## config.mk

```make
export PLATFORM = sky130hd
export DESIGN_NAME = spi_slave_regs
export DESIGN_NICKNAME = d
export VERILOG_FILES = /design/src/rtl/spi_slave_regs.sv
export SDC_FILE = /design/constraint.sdc
export NUM_CORES = 1
export LEC_CHECK = 0
export CELL_PAD_IN_SITES_DETAIL_PLACEMENT = 0
export CELL_PAD_IN_SITES_GLOBAL_PLACEMENT = 1
export CORE_ASPECT_RATIO = 0.6
export CORE_MARGIN = 2
export CORE_UTILIZATION = 40
export DETAILED_ROUTE_END_ITERATION = 7
export PLACE_DENSITY_LB_ADDON = 0.1
export REMOVE_ABC_BUFFERS = 1
export SLEW_MARGIN = 20
export SYNTH_ARGS = -nofsm -noshare
export SYNTH_HDL_FRONTEND = slang
export SYNTH_SLANG_ARGS = --single-unit
export TNS_END_PERCENT = 50
```

## constraint.sdc

```tcl
create_clock -name clk -period 6.86 [get_ports clk]
set_input_delay 1.372 -clock clk [delete_from_list [all_inputs] [get_ports clk]]
set_output_delay 1.372 -clock clk [all_outputs]
set_load 0.01 [all_outputs]
```

## src/rtl/spi_slave_regs.sv

```systemverilog
// SPI responder holding a bank of 32-bit configuration registers.
// The serial link is oversampled on clk; write frames load a register, read frames shift one back.
module spi_slave_regs #(
  parameter int          NUM_REGS = 3,
  parameter logic [31:0] REG_INIT = 32'h0000_0000
) (
  input  logic                    clk,
  input  logic                    rst,
  input  logic                    spi_sck,
  input  logic                    spi_cs,
  input  logic                    spi_sdi,
  output logic                    spi_sdo,
  output logic                    spi_sdo_oe,
  output logic [32*NUM_REGS-1:0]  regs_o,
  output logic                    wr_stb,
  output logic [7:0]              wr_addr,
  output logic                    rd_stb,
  output logic                    addr_err,
  output logic                    frame_err,
  output logic [2:0]              fsm_state
);

  // fsm_state is a debug view of the frame decoder; encoding follows the enum order below.
  typedef enum logic [2:0] {
    S_IDLE  = 3'd0,
    S_TAG   = 3'd1,
    S_ADDR  = 3'd2,
    S_WDATA = 3'd3,
    S_TURN  = 3'd4,
    S_RDATA = 3'd5,
    S_DONE  = 3'd6
  } state_t;

  state_t      state;
  logic [1:0]  sck_sync;
  logic [1:0]  cs_sync;
  logic [1:0]  sdi_sync;
  logic        sck_q;
  logic        cs_q;
  logic        sck;
  logic        cs;
  logic        sdi;
  logic        sck_rise;
  logic        sck_fall;
  logic        cs_fall;
  logic [5:0]  bit_cnt;
  logic        is_read;
  logic [7:0]  addr;
  logic [7:0]  addr_next;
  logic        addr_next_ok;
  logic        addr_ok;
  logic [31:0] wdata;
  logic [31:0] wdata_next;
  logic [31:0] shreg;
  logic [31:0] rd_word;
  logic [31:0] regs [NUM_REGS];

  always_ff @(posedge clk or posedge rst) begin
    if (rst) begin
      sck_sync <= 2'b00;
      cs_sync  <= 2'b00;
      sdi_sync <= 2'b00;
      sck_q    <= 1'b0;
      cs_q     <= 1'b0;
    end else begin
      sck_sync <= {sck_sync[0], spi_sck};
      cs_sync  <= {cs_sync[0], spi_cs};
      sdi_sync <= {sdi_sync[0], spi_sdi};
      sck_q    <= sck_sync[1];
      cs_q     <= cs_sync[1];
    end
  end

  assign sck        = sck_sync[1];
  assign cs         = cs_sync[1];
  assign sdi        = sdi_sync[1];
  assign sck_rise   = sck & ~sck_q;
  assign sck_fall   = ~sck & sck_q;
  assign cs_fall    = ~cs & cs_q;
  assign addr_next  = {addr[6:0], sdi};
  assign wdata_next = {wdata[30:0], sdi};
  assign addr_next_ok = (addr_next < 8'(NUM_REGS));
  assign addr_ok      = (addr < 8'(NUM_REGS));
  assign fsm_state  = state;

  // Out-of-range reads return zero.
  always_comb begin
    rd_word = 32'h0000_0000;
    for (int k = 0; k < NUM_REGS; k++) begin
      if (addr_next == 8'(k)) rd_word = regs[k];
    end
  end

  always_comb begin
    regs_o = '0;
    for (int k = 0; k < NUM_REGS; k++) begin
      regs_o[32*k +: 32] = regs[k];
    end
  end

  always_ff @(posedge clk or posedge rst) begin
    if (rst) begin
      state      <= S_IDLE;
      bit_cnt    <= 6'd0;
      is_read    <= 1'b0;
      addr       <= 8'h00;
      wdata      <= 32'h0000_0000;
      shreg      <= 32'h0000_0000;
      spi_sdo    <= 1'b0;
      spi_sdo_oe <= 1'b0;
      wr_stb     <= 1'b0;
      wr_addr    <= 8'h00;
      rd_stb     <= 1'b0;
      addr_err   <= 1'b0;
      frame_err  <= 1'b0;
      for (int k = 0; k < NUM_REGS; k++) regs[k] <= REG_INIT;
    end else begin
      wr_stb    <= 1'b0;
      rd_stb    <= 1'b0;
      addr_err  <= 1'b0;
      frame_err <= 1'b0;
      if (!cs) begin
        if (cs_fall && state != S_IDLE && state != S_DONE) frame_err <= 1'b1;
        state      <= S_IDLE;
        bit_cnt    <= 6'd0;
        spi_sdo    <= 1'b0;
        spi_sdo_oe <= 1'b0;
      end else begin
        case (state)
          S_IDLE: begin
            state   <= S_TAG;
            bit_cnt <= 6'd0;
          end
          S_TAG: begin
            if (sck_fall) begin
              is_read <= sdi;
              state   <= S_ADDR;
              bit_cnt <= 6'd0;
            end
          end
          S_ADDR: begin
            if (sck_fall) begin
              addr <= addr_next;
              if (bit_cnt == 6'd7) begin
                bit_cnt  <= 6'd0;
                addr_err <= ~addr_next_ok;
                if (is_read) begin
                  state      <= S_TURN;
                  shreg      <= rd_word;
                  rd_stb     <= 1'b1;
                  spi_sdo    <= 1'b0;
                  spi_sdo_oe <= 1'b1;
                end else begin
                  state <= S_WDATA;
                end
              end else begin
                bit_cnt <= bit_cnt + 6'd1;
              end
            end
          end
          S_WDATA: begin
            if (sck_fall) begin
              wdata <= wdata_next;
              if (bit_cnt == 6'd31) begin
                state   <= S_DONE;
                bit_cnt <= 6'd0;
                if (addr_ok) begin
                  for (int k = 0; k < NUM_REGS; k++) begin
                    if (addr == 8'(k)) regs[k] <= wdata_next;
                  end
                  wr_stb  <= 1'b1;
                  wr_addr <= addr;
                end
              end else begin
                bit_cnt <= bit_cnt + 6'd1;
              end
            end
          end
          S_TURN: begin
            if (sck_fall) begin
              if (bit_cnt == 6'd1) begin
                state   <= S_RDATA;
                bit_cnt <= 6'd0;
              end else begin
                bit_cnt <= bit_cnt + 6'd1;
              end
            end
          end
          S_RDATA: begin
            // The master samples on its falling edge, so the next bit goes out on each rise.
            if (sck_rise) begin
              spi_sdo <= shreg[31];
              shreg   <= {shreg[30:0], 1'b0};
            end
            if (sck_fall) begin
              if (bit_cnt == 6'd31) begin
                state      <= S_DONE;
                bit_cnt    <= 6'd0;
                spi_sdo    <= 1'b0;
                spi_sdo_oe <= 1'b0;
              end else begin
                bit_cnt <= bit_cnt + 6'd1;
              end
            end
          end
          S_DONE: begin
            spi_sdo    <= 1'b0;
            spi_sdo_oe <= 1'b0;
          end
          default: begin
            state <= S_IDLE;
          end
        endcase
      end
    end
  end

endmodule

```

==> impl_metrics.sql, run 1 <==
INSERT INTO impl_metrics (metric_group, metric, value, unit) VALUES
('synthesis', 'syn-instance-count', '691', ''),
('synthesis', 'synth-async-reset-ratio', '100', '%'),
('cts', 'cts_resized', '0', ''),
('worst_setup_path', 'worst_ep_required_time', '7180', 'ps'),
('sta', 'max_freq', '283', 'MHz'),
('run_status', 'outcome', 'completed', ''),
('synthesis', 'yosysWarnings', '0', ''),
('worst_setup_path', 'critPathKind', 'flip-flop to flip-flop', ''),
('power_and_ir_drop', 'swShare', '29.4', '%'),
('cts', 'cts.root.buffer_cell', 'clkbuf_16', ''),
('floorplanning', 'placeableCoreArea', '21200', 'µm²'),
('sta', 'setup-violations-final', '0', ''),
('place', 'placement.io_buffers', '117', ''),
('sta', 'hold_ws', '351', 'ps'),
('cts', 'clk_pin_slew_worst_paths', '70', 'ps'),
('worst_setup_path', 'critical_path.max_fanout', '33', ''),
('place', 'post-place-cells', '1049', ''),
('worst_setup_path', 'cp_cell_sequence', 'nand2_1, nor3_4, buf_4, nand3_2, or3b_2, buf_4, mux2_4', ''),
('worst_setup_path', 'crit_path_frequent_cell', 'buf_4', ''),
('synthesis', 'synth.largest_area_cell', 'dfrtp_1', ''),
('worst_setup_path', 'worst_path_max_delay_cell', 'or3b_2', ''),
('place', 'placed_area', '10100', 'µm²'),
('synthesis', 'netlist_top_cells_area', 'dfrtp_1 57%, mux2_2 14%, mux2_4 5.0%', ''),
('layout', 'fin_cells', '1081', ''),
('run', 'drv.max_cap_violation_count', '0', ''),
('power_and_ir_drop', 'intPower', '1.83', 'mW'),
('min_path', 'min_path_type', 'flip-flop to flip-flop', ''),
('grt', 'maximum_number_of_pins_on_one_net_before_global_route_repair', '144', ''),
('worst_setup_path', 'critPathArrivalTime', '3850', 'ps'),
('power_and_ir_drop', 'fin_total_pwr', '2.59', 'mW'),
('routing', 'drt_first_iter_violations', '359', ''),
('routing', 'route.detailed.wl_per_inst', '19.8', 'µm'),
('grt', 'grt_pass1_wl', '34400', 'µm'),
('layout', 'final_layout_size_suffix_gt1_share', '23.8', '%'),
('sta', 'timing.final.ws_setup', '3330', 'ps'),
('floorplanning', 'die_height', '118', 'µm'),
('sta', 'final_min_period_over_clock_period', '51.5', '%'),
('routing', 'drcViolationCount', '0', ''),
('sta', 'timing.slew.headroom', '36.9', '%'),
('layout', 'layout.nets', '796', ''),
('cts', 'clockBufferDepth', '2', ''),
('grt', 'initial_antenna_violation_count', '0', ''),
('synthesis', 'dominantRegCellSynth', 'dfrtp_1', ''),
('synthesis', 'yosys.area.top_type_share', '57.2', '%'),
('sta', 'report.final.slew_viol_count', '0', ''),
('synthesis', 'yosys.cell_count.top_type', 'dfrtp_1', ''),
('synthesis', 'post_synthesis_sequential_element_count', '199', ''),
('routing', 'vias_per_cell', '5.35', ''),
('worst_setup_path', 'critical_path.endpoint_type', 'flip-flop', ''),
('cts', 'cts.sink_count', '199', ''),
('synthesis', 'synth_area', '8710', 'µm²'),
('sta', 'setup_repair_after_global_routing_missed_its_margin', 'no', ''),
('cts', 'clk-insertion-delay-late', '440', 'ps'),
('sta', 'tightest_slew', '944', 'ps'),
('power_and_ir_drop', 'max-vdd-ir-drop', '0.209', 'mV'),
('floorplanning', 'top_level_ports', '118', ''),
('layout', 'finish.utilization', '50.6', '%'),
('synthesis', 'synth_common_cells', '199 x dfrtp_1, 106 x mux2_2, 77 x nand2_1', ''),
('worst_setup_path', 'critical_path_buf_inv_count', '2', ''),
('synthesis', 'synth.lib_cells_used.distinct', '52', ''),
('sta', 'setup_total_negative_slack', '0', 'ps'),
('power_and_ir_drop', 'p_leak', '4.80', 'nW'),
('grt', 'grt_remaining_overflow', '0', ''),
('sta', 'finalHoldViolCount', '0', ''),
('floorplanning', 'initial_core_util', '41.1', '%'),
('power_and_ir_drop', 'share_clk_of_total_power', '37.5', '%'),
('routing', 'antenna_violating_nets_post_route', '0', ''),
('synthesis', 'synth-edff-count', '0', ''),
('worst_setup_path', 'family_with_the_most_delay_on_the_worst_path', 'simple AND/OR/NAND/NOR gates', ''),
('worst_setup_path', 'cpPeakStageDelay', '770', 'ps'),
('cts', 'cts_htree_levels', '4', '');
-- worst register-to-register path, delay by kind of cell (launching register included) --
| family | cells | cell delay [ps] |
|---|---|---|
| multiplexers | 1 | 370 |
| flip-flops | 1 | 660 |
| AND/OR/NAND/NOR | 4 | 1510 |
| buffers and inverters | 2 | 860 |
-- power groups by stage --
stage	registers (mW)	logic, mW	clock network [mW]
after detailed placement	1.31	0.336	0
after global routing	1.29	0.364	1.05
after global placement	1.30	0.326	0
after floorplan	1.30	0.203	0
after CTS	1.28	0.337	0.996
final	1.28	0.333	0.969
-- final cells by class --
cell class / instances / area (µm²)
Sequential cell: 199 / 4980
Timing Repair Buffer: 125 / 1230
Tap cell: 279 / 349
Multi-Input combinational cell: 440 / 3550
Inverter: 6 / 35.0
Clock buffer: 18 / 439
Clock inverter: 14 / 129
Fill cell: 1853 / 10500
-- worst paths after layout --
path | start | endpoint | slack [ps] | depth (start not counted)
max | fsm_state[0] | regs_o[34] | 3330 | 7
min | sdi_sync[0] | sdi_sync[1] | 350 | 0
max reg2reg | fsm_state[0] | regs_o[34] | 3330 | 7
min reg2reg | sdi_sync[0] | sdi_sync[1] | 350 | 0
max in group asynchronous | rst | regs_o[65] | 4140 | 3
min in group asynchronous | rst | regs_o[69] | 1410 | 2
-- sequential cells by signal, indices dropped and copies added (netlist names) --
| name | cells |
|---|---|
| regs_o | 96 |
| shreg | 32 |
| wdata | 31 |
| addr | 8 |
| wr_addr | 8 |
| bit_cnt | 6 |
| fsm_state | 3 |
| cs_sync | 2 |
| sck_sync | 2 |
| sdi_sync | 2 |
| addr_err | 1 |
| cs_q | 1 |
| frame_err | 1 |
| is_read | 1 |
| rd_stb | 1 |
| sck_q | 1 |
| spi_sdo | 1 |
| spi_sdo_oe | 1 |
| wr_stb | 1 |
-- cells by family (layout without fill, tap and decap cells) --
kind of cell,after synthesis,count (layout),synth area share (%)
flip-flops,199,199,57.2
AND/OR/NAND/NOR,133,133,7.53
buffers and inverters,52,163,2.64
AO/OA/AOI/OAI,135,135,9.63
XOR/XNOR,1,1,0.101
multiplexers,169,169,22.6
adder cells (fa/ha/maj),2,2,0.287
-- layer usage --
layer / track usage [%] / vias up / wire length [µm]
met5: 0 / - / 0
met4: 4.57 / 0 / 209
li1: - / 2672 / -
met1: 28.5 / 2947 / 10700
met2: 27.6 / 148 / 9230
met3: 5.65 / 21 / 1220
-- layout by cell type, fill, tap and decap left out, drive strengths merged, types with 5 or more instances in the layout --
master	n
a22oi	31
a21oi	9
o21ai	71
mux2i	33
clkbuf	18
clkdlybuf4s50	117
clkinv	7
inv	6
buf	8
dfrtp	199
nor2b	12
nor3	5
clkinvlp	6
mux2	136
nand2	77
nor2	11
Power figures use the tool's default switching activity.
==> run 2, diff against run 1 <==
- CORE_UTILIZATION: 40 -> 45
- clock period: 6.86 -> 3.5 ns (I/O delays scaled with it)
==> impl_metrics.sql, run 2 (synthesized netlist as in run 1, its figures left out) <==
INSERT INTO impl_metrics (metric_group, metric, value, unit) VALUES
('power_and_ir_drop', 'p_comb_share', '12.6', '%'),
('sta', 'final_min_period_over_clock_period', '78.3', '%'),
('layout', 'layout_common_cells', '198 x dfrtp_1, 117 x clkdlybuf4s50_1, 106 x mux2_2', ''),
('grt', 'track_usage', '21.1', '%'),
('power_and_ir_drop', 'p_leak', '4.85', 'nW'),
('cts', 'cts_resized', '0', ''),
('routing', 'drt_pre_antenna_iters', '4', ''),
('sta', 'tightest_slew', '894', 'ps'),
('routing', 'vias_per_cell', '5.51', ''),
('grt', 'maximum_number_of_pins_on_one_net_before_global_route_repair', '91', ''),
('layout', 'largest_register_ff_count', '96', ''),
('worst_setup_path', 'critical_path_buf_inv_count', '1', ''),
('power_and_ir_drop', 'max-vdd-ir-drop', '0.303', 'mV'),
('cts', 'tritoncts', 'done', ''),
('sta', 'timing.slew.headroom', '40.3', '%'),
('power_and_ir_drop', 'intPower', '3.74', 'mW'),
('place', 'gpl.final_weighted_congestion', '0.816', ''),
('grt', 'grt_remaining_overflow', '0', ''),
('power_and_ir_drop', 'power.sequential.fraction', '48.1', '%'),
('worst_setup_path', 'critical_path.max_fanout', '33', ''),
('run_status', 'outcome', 'completed', ''),
('routing', 'detail_route.wirelength', '20700', 'µm'),
('worst_setup_path', 'reg2regPathDepth', '7', ''),
('layout', 'final_common_cell', 'dfrtp_1', ''),
('sta', 'report.final.slew_viol_count', '0', ''),
('cts', 'cts_htree_levels', '4', ''),
('routing', 'antenna_violating_nets_post_route', '0', ''),
('grt', 'initial_antenna_violation_count', '0', ''),
('sta', 'finalCriticalPeriod', '2740', 'ps'),
('routing', 'detailroute.via_count', '5786', ''),
('routing', 'drt_first_iter_violations', '373', ''),
('cts', 'clockBufferDepth', '2', ''),
('layout', 'layout.nets', '799', ''),
('cts', 'clk-insertion-delay-late', '430', 'ps'),
('layout', 'diodes', '0', ''),
('sta', 'finalHoldViolCount', '0', ''),
('place', 'placement.io_buffers', '117', ''),
('floorplanning', 'die_area', '20500', 'µm²'),
('worst_setup_path', 'family_with_the_most_delay_on_the_worst_path', 'simple AND/OR/NAND/NOR gates', ''),
('layout', 'final_area', '10800', 'µm²'),
('floorplanning', 'rows', '39', ''),
('min_path', 'hold-path-cell-count', '0', ''),
('layout', 'fillers', '1545', ''),
('floorplanning', 'placeableCoreArea', '19000', 'µm²'),
('sta', 'fin_skew', '13.2', 'ps'),
('worst_setup_path', 'worst-path-stages', '7', ''),
('cts', 'cts.sink_count', '199', ''),
('worst_setup_path', 'worst_ep_required_time', '3810', 'ps'),
('power_and_ir_drop', 'total_switching_power', '1.46', 'mW'),
('power_and_ir_drop', 'power.density', '483', 'nW/µm²'),
('worst_setup_path', 'critical_path.startpoint_type', 'flip-flop', ''),
('place', 'dpl.hpwl', '13100', 'µm'),
('worst_setup_path', 'critical_path.endpoint_type', 'flip-flop', ''),
('floorplanning', 'initial_core_util', '45.9', '%'),
('worst_setup_path', 'worst_path_max_delay_cell', 'or3b_2', ''),
('routing', 'route.detailed.wl_per_inst', '19.7', 'µm'),
('min_path', 'min_path_type', 'flip-flop to flip-flop', ''),
('worst_setup_path', 'critPathKind', 'flip-flop to flip-flop', ''),
('cts', 'cts_setup_buffers', '0', ''),
('place', 'placed_area', '10200', 'µm²'),
('worst_setup_path', 'critPathArrivalTime', '3050', 'ps'),
('sta', 'setup_repair_after_global_routing_missed_its_margin', 'no', ''),
('floorplanning', 'die_height', '112', 'µm'),
('worst_setup_path', 'cp_cell_sequence', 'ha_1, nand3b_1, nor2_1, nand3_2, or3b_2, buf_4, mux2_4', ''),
('grt', 'number_of_global_route_vias_before_repair', '5929', ''),
('power_and_ir_drop', 'share_clk_of_total_power', '39.3', '%'),
('layout', 'finish.utilization', '56.7', '%'),
('cts', 'cts_hold_repair.buffers', '0', ''),
('layout', 'final_layout_size_suffix_gt1_share', '23.8', '%'),
('floorplanning', 'die_w', '184', 'µm'),
('sta', 'max_freq', '365', 'MHz'),
('floorplanning', 'top_level_ports', '118', ''),
('cts', 'clk_pin_slew_worst_paths', '80', 'ps'),
('cts', 'cts.root.buffer_cell', 'clkbuf_16', ''),
('cts', 'num_cts_buffers', '17', ''),
('sta', 'setup-violations-final', '0', ''),
('routing', 'drcViolationCount', '0', ''),
('layout', 'area_delta_synth_final', '23.5', '%'),
('grt', 'grt_pass1_wl', '33600', 'µm'),
('worst_setup_path', 'cpPeakStageDelay', '490', 'ps'),
('run', 'drv.max_cap_violation_count', '0', ''),
('power_and_ir_drop', 'swShare', '28.0', '%');
[run 2: power groups by stage]
stage | clock network [mW] | logic, mW | registers (mW)
after floorplan | 0 | 0.398 | 2.54
after global placement | 0 | 0.648 | 2.54
after detailed placement | 0 | 0.657 | 2.55
after CTS | 2.07 | 0.659 | 2.50
after global routing | 2.18 | 0.708 | 2.52
final | 2.04 | 0.657 | 2.50
[run 2: final cells by class]
class,count,area [µm²],share of cell area [%]
sequential,199,4980,46.3
multi-input combinational,440,3550,33.0
timing repair buffer,128,1290,12.0
clock buffer,21,460,4.28
tap,246,308,2.86
clock inverter,10,141,1.31
inverter,6,30.0,0.279
[run 2: per-stage QoR]
step                power (mW)  cells  worst slack, ps  TNS, ps  hold slack, ps
finish                    5.20   1050              759        0             353
global route              5.40   1050              580        0             362
CTS                       5.23   1050              792        0             356
detailed placement        3.20   1019              810        0             339
global placement          3.19   1019              854        0             336
floorplan                 2.94    645            -2630  -598210             331
[run 2: final timing paths]
| check | start | end | slack [ps] |
|---|---|---|---|
| worst min-delay path | cs_sync[0] | cs_sync[1] | 350 |
| worst max-delay path | bit_cnt[0] | regs_o[55] | 760 |
| worst max register to register | bit_cnt[0] | regs_o[55] | 760 |
| worst min register to register | cs_sync[0] | cs_sync[1] | 350 |
| min in group asynchronous | rst | wr_addr[3] | 750 |
| max in group asynchronous | rst | regs_o[30] | 1900 |
[run 2: metal layers]
metal | GRT usage, % | wire length (µm)
met1 | 32.8 | 11000
met2 | 30.7 | 8860
met3 | 4.15 | 751
met4 | 4.21 | 131
met5 | 0 | 0
==> run 3, diff against run 2 <==
- clock period: 3.5 -> 2.55 ns (I/O delays scaled with it)
==> impl_metrics.sql, run 3 (synthesized netlist as in run 1, its figures left out) <==
INSERT INTO impl_metrics (metric_group, metric, value, unit) VALUES
('routing', 'met2_wirelength', '8770', 'µm'),
('grt', 'maximum_number_of_pins_on_one_net_before_global_route_repair', '61', ''),
('worst_setup_path', 'critPathArrivalTime', '2770', 'ps'),
('worst_setup_path', 'critical_path.startpoint_type', 'flip-flop', ''),
('sta', 'finalHoldViolCount', '0', ''),
('layout', 'fillers', '1521', ''),
('routing', 'antenna_violating_nets_post_route', '0', ''),
('cts', 'cts_htree_levels', '4', ''),
('routing', 'detail_route.wirelength', '20700', 'µm'),
('layout', 'layout_common_cells', '198 x dfrtp_1, 117 x clkdlybuf4s50_1, 106 x mux2_2', ''),
('layout', 'final_common_cell', 'dfrtp_1', ''),
('sta', 'setup-violations-final', '0', ''),
('worst_setup_path', 'family_with_the_most_delay_on_the_worst_path', 'simple AND/OR/NAND/NOR gates', ''),
('worst_setup_path', 'critical_path.endpoint_type', 'flip-flop', ''),
('grt', 'grt_remaining_overflow', '0', ''),
('worst_setup_path', 'critical_path.max_fanout', '33', ''),
('routing', 'drt_pre_antenna_iters', '5', ''),
('cts', 'cts.root.buffer_cell', 'clkbuf_16', ''),
('cts', 'clk-insertion-delay-late', '430', 'ps'),
('routing', 'met3_length', '995', 'µm'),
('cts', 'cts_setup_buffers', '0', ''),
('sta', 'report.final.slew_viol_count', '0', ''),
('sta', 'finalCriticalPeriod', '2460', 'ps'),
('worst_setup_path', 'critPathKind', 'flip-flop to flip-flop', ''),
('routing', 'drt_first_iter_violations', '436', ''),
('routing', 'drcViolationCount', '0', ''),
('sta', 'tightest_slew', '915', 'ps'),
('worst_setup_path', 'critical_path.reg2reg.startpoint', 'addr[3]', ''),
('run_status', 'outcome', 'completed', ''),
('floorplanning', 'rows', '39', ''),
('worst_setup_path', 'worst_path_max_delay_cell', 'or4_4', ''),
('sta', 'hold_ws', '355', 'ps'),
('layout', 'largest_register_ff_count', '96', ''),
('place', 'gpl.final_weighted_congestion', '0.860', ''),
('sta', 'setup_repair_after_global_routing_missed_its_margin', 'no', ''),
('layout', 'diodes', '0', ''),
('layout', 'final_layout_size_suffix_gt1_share', '25.0', '%'),
('min_path', 'min_path_type', 'flip-flop to flip-flop', ''),
('floorplanning', 'initial_core_util', '45.9', '%'),
('sta', 'setup_total_negative_slack', '0', 'ps'),
('grt', 'track_usage', '21.1', '%'),
('routing', 'detailroute.via_count', '5867', ''),
('worst_setup_path', 'cp_cell_sequence', 'or4_4, nor3_2, nand3_2, buf_4, nor4b_4, buf_12, mux2_2', ''),
('cts', 'tritoncts', 'done', ''),
('run', 'drv.max_cap_violation_count', '0', ''),
('layout', 'area_delta_synth_final', '25.1', '%'),
('power_and_ir_drop', 'max-vdd-ir-drop', '0.464', 'mV'),
('worst_setup_path', 'worst_ep_required_time', '2860', 'ps'),
('sta', 'final_min_period_over_clock_period', '96.3', '%'),
('cts', 'cts_resized', '0', ''),
('routing', 'route.layer.met1.wl', '10800', 'µm'),
('worst_setup_path', 'critical_path_buf_inv_count', '2', ''),
('place', 'placement.io_buffers', '117', ''),
('cts', 'cts_hold_repair.buffers', '0', ''),
('sta', 'max_freq', '407', 'MHz'),
('grt', 'grt_pass1_wl', '33300', 'µm'),
('worst_setup_path', 'r2r_slack', '90', 'ps'),
('floorplanning', 'top_level_ports', '118', ''),
('worst_setup_path', 'regToRegEndpoint', 'regs_o[69]', ''),
('cts', 'clk_pin_slew_worst_paths', '70', 'ps'),
('floorplanning', 'placeableCoreArea', '19000', 'µm²'),
('min_path', 'hold_path_startpoint', 'sdi_sync[0]', ''),
('grt', 'number_of_global_route_vias_before_repair', '5821', ''),
('cts', 'num_cts_buffers', '17', ''),
('min_path', 'hold-path-cell-count', '0', ''),
('floorplanning', 'die_height', '112', 'µm'),
('grt', 'initial_antenna_violation_count', '0', ''),
('layout', 'layout.nets', '811', ''),
('worst_setup_path', 'cpPeakStageDelay', '550', 'ps'),
('routing', 'route.detailed.wl_per_inst', '19.5', 'µm'),
('min_path', 'hold-path-endpoint', 'sdi_sync[1]', ''),
('sta', 'fin_skew', '11.0', 'ps'),
('cts', 'cts.sink_count', '199', ''),
('floorplanning', 'die_area', '20500', 'µm²'),
('routing', 'top_signal_layer_used', 'met4', ''),
('floorplanning', 'die_w', '184', 'µm'),
('power_and_ir_drop', 'power.density', '663', 'nW/µm²'),
('power_and_ir_drop', 'p_leak', '4.92', 'nW'),
('sta', 'timing.slew.headroom', '38.9', '%'),
('worst_setup_path', 'reg2regPathDepth', '7', ''),
('cts', 'clockBufferDepth', '2', ''),
('routing', 'vias_per_cell', '5.52', ''),
('place', 'dpl.hpwl', '13500', 'µm');
run 3: cell count changes in the layout (fill, tap and decap cells not counted):
cell / previous run / this run
clkinvlp_4: 2 / 3
clkbuf_8: 2 / 0
buf_4: 8 / 16
inv_6: 3 / 2
buf_12: 3 / 7
clkinv_4: 0 / 1
inv_8: 1 / 3
clkbuf_1: 2 / 1
run 3: worst reg2reg max path, stage by stage (launching register included):
cell     delay, ps
dfrtp_1        430
or4_4          550
nor3_2         140
nand3_2        100
buf_4          180
nor4b_4        260
buf_12         290
mux2_2         380
run 3: per-layer routing:
layer	vias up	GRT usage (%)
li1	2701	-
met1	2989	34.0
met2	168	29.0
met3	9	4.35
met4	0	4.91
met5	-	0
run 3: worst max path at each step:
stage | start | to | slack [ps] | depth (start not counted)
after floorplan | rst | addr[0] | -3390 | 1
after global routing | addr[3] | regs_o[88] | 20 | 7
after detailed placement | addr[3] | regs_o[78] | 100 | 7
after global placement | addr[3] | regs_o[51] | 170 | 6
final | addr[3] | regs_o[69] | 90 | 7
after CTS | addr[3] | regs_o[69] | 80 | 7
run 3: power by group:
group / internal (mW) / leakage [nW] / switching (mW)
Sequential: 3.22 / 2.76 / 0.108
Combinational: 0.394 / 1.88 / 0.711
Clock: 1.56 / 0.287 / 1.24
run 3: layout make-up:
type                       count  area, µm²  area share [%]
sequential                   199       4980            45.7
multi-input combinational    440       3550            32.5
timing repair buffer         140       1430            13.1
clock buffer                  18        429            3.94
tap                          246        308            2.82
clock inverter                13        171            1.57
inverter                       6       30.0           0.276
run 3: per-stage QoR:
stage               std cells  util [%]  area [µm²]  setup WS [ps]  power, mW
floorplan                 645         -        8500          -3390       4.03
global placement         1031      54.2       10300            168       4.47
detailed placement       1031      54.2       10300           95.7       4.49
CTS                      1062      57.4       10900           84.7       7.27
global route             1062      57.4       10900           22.0       7.54
finish                   1062      57.4       10900           94.6       7.23
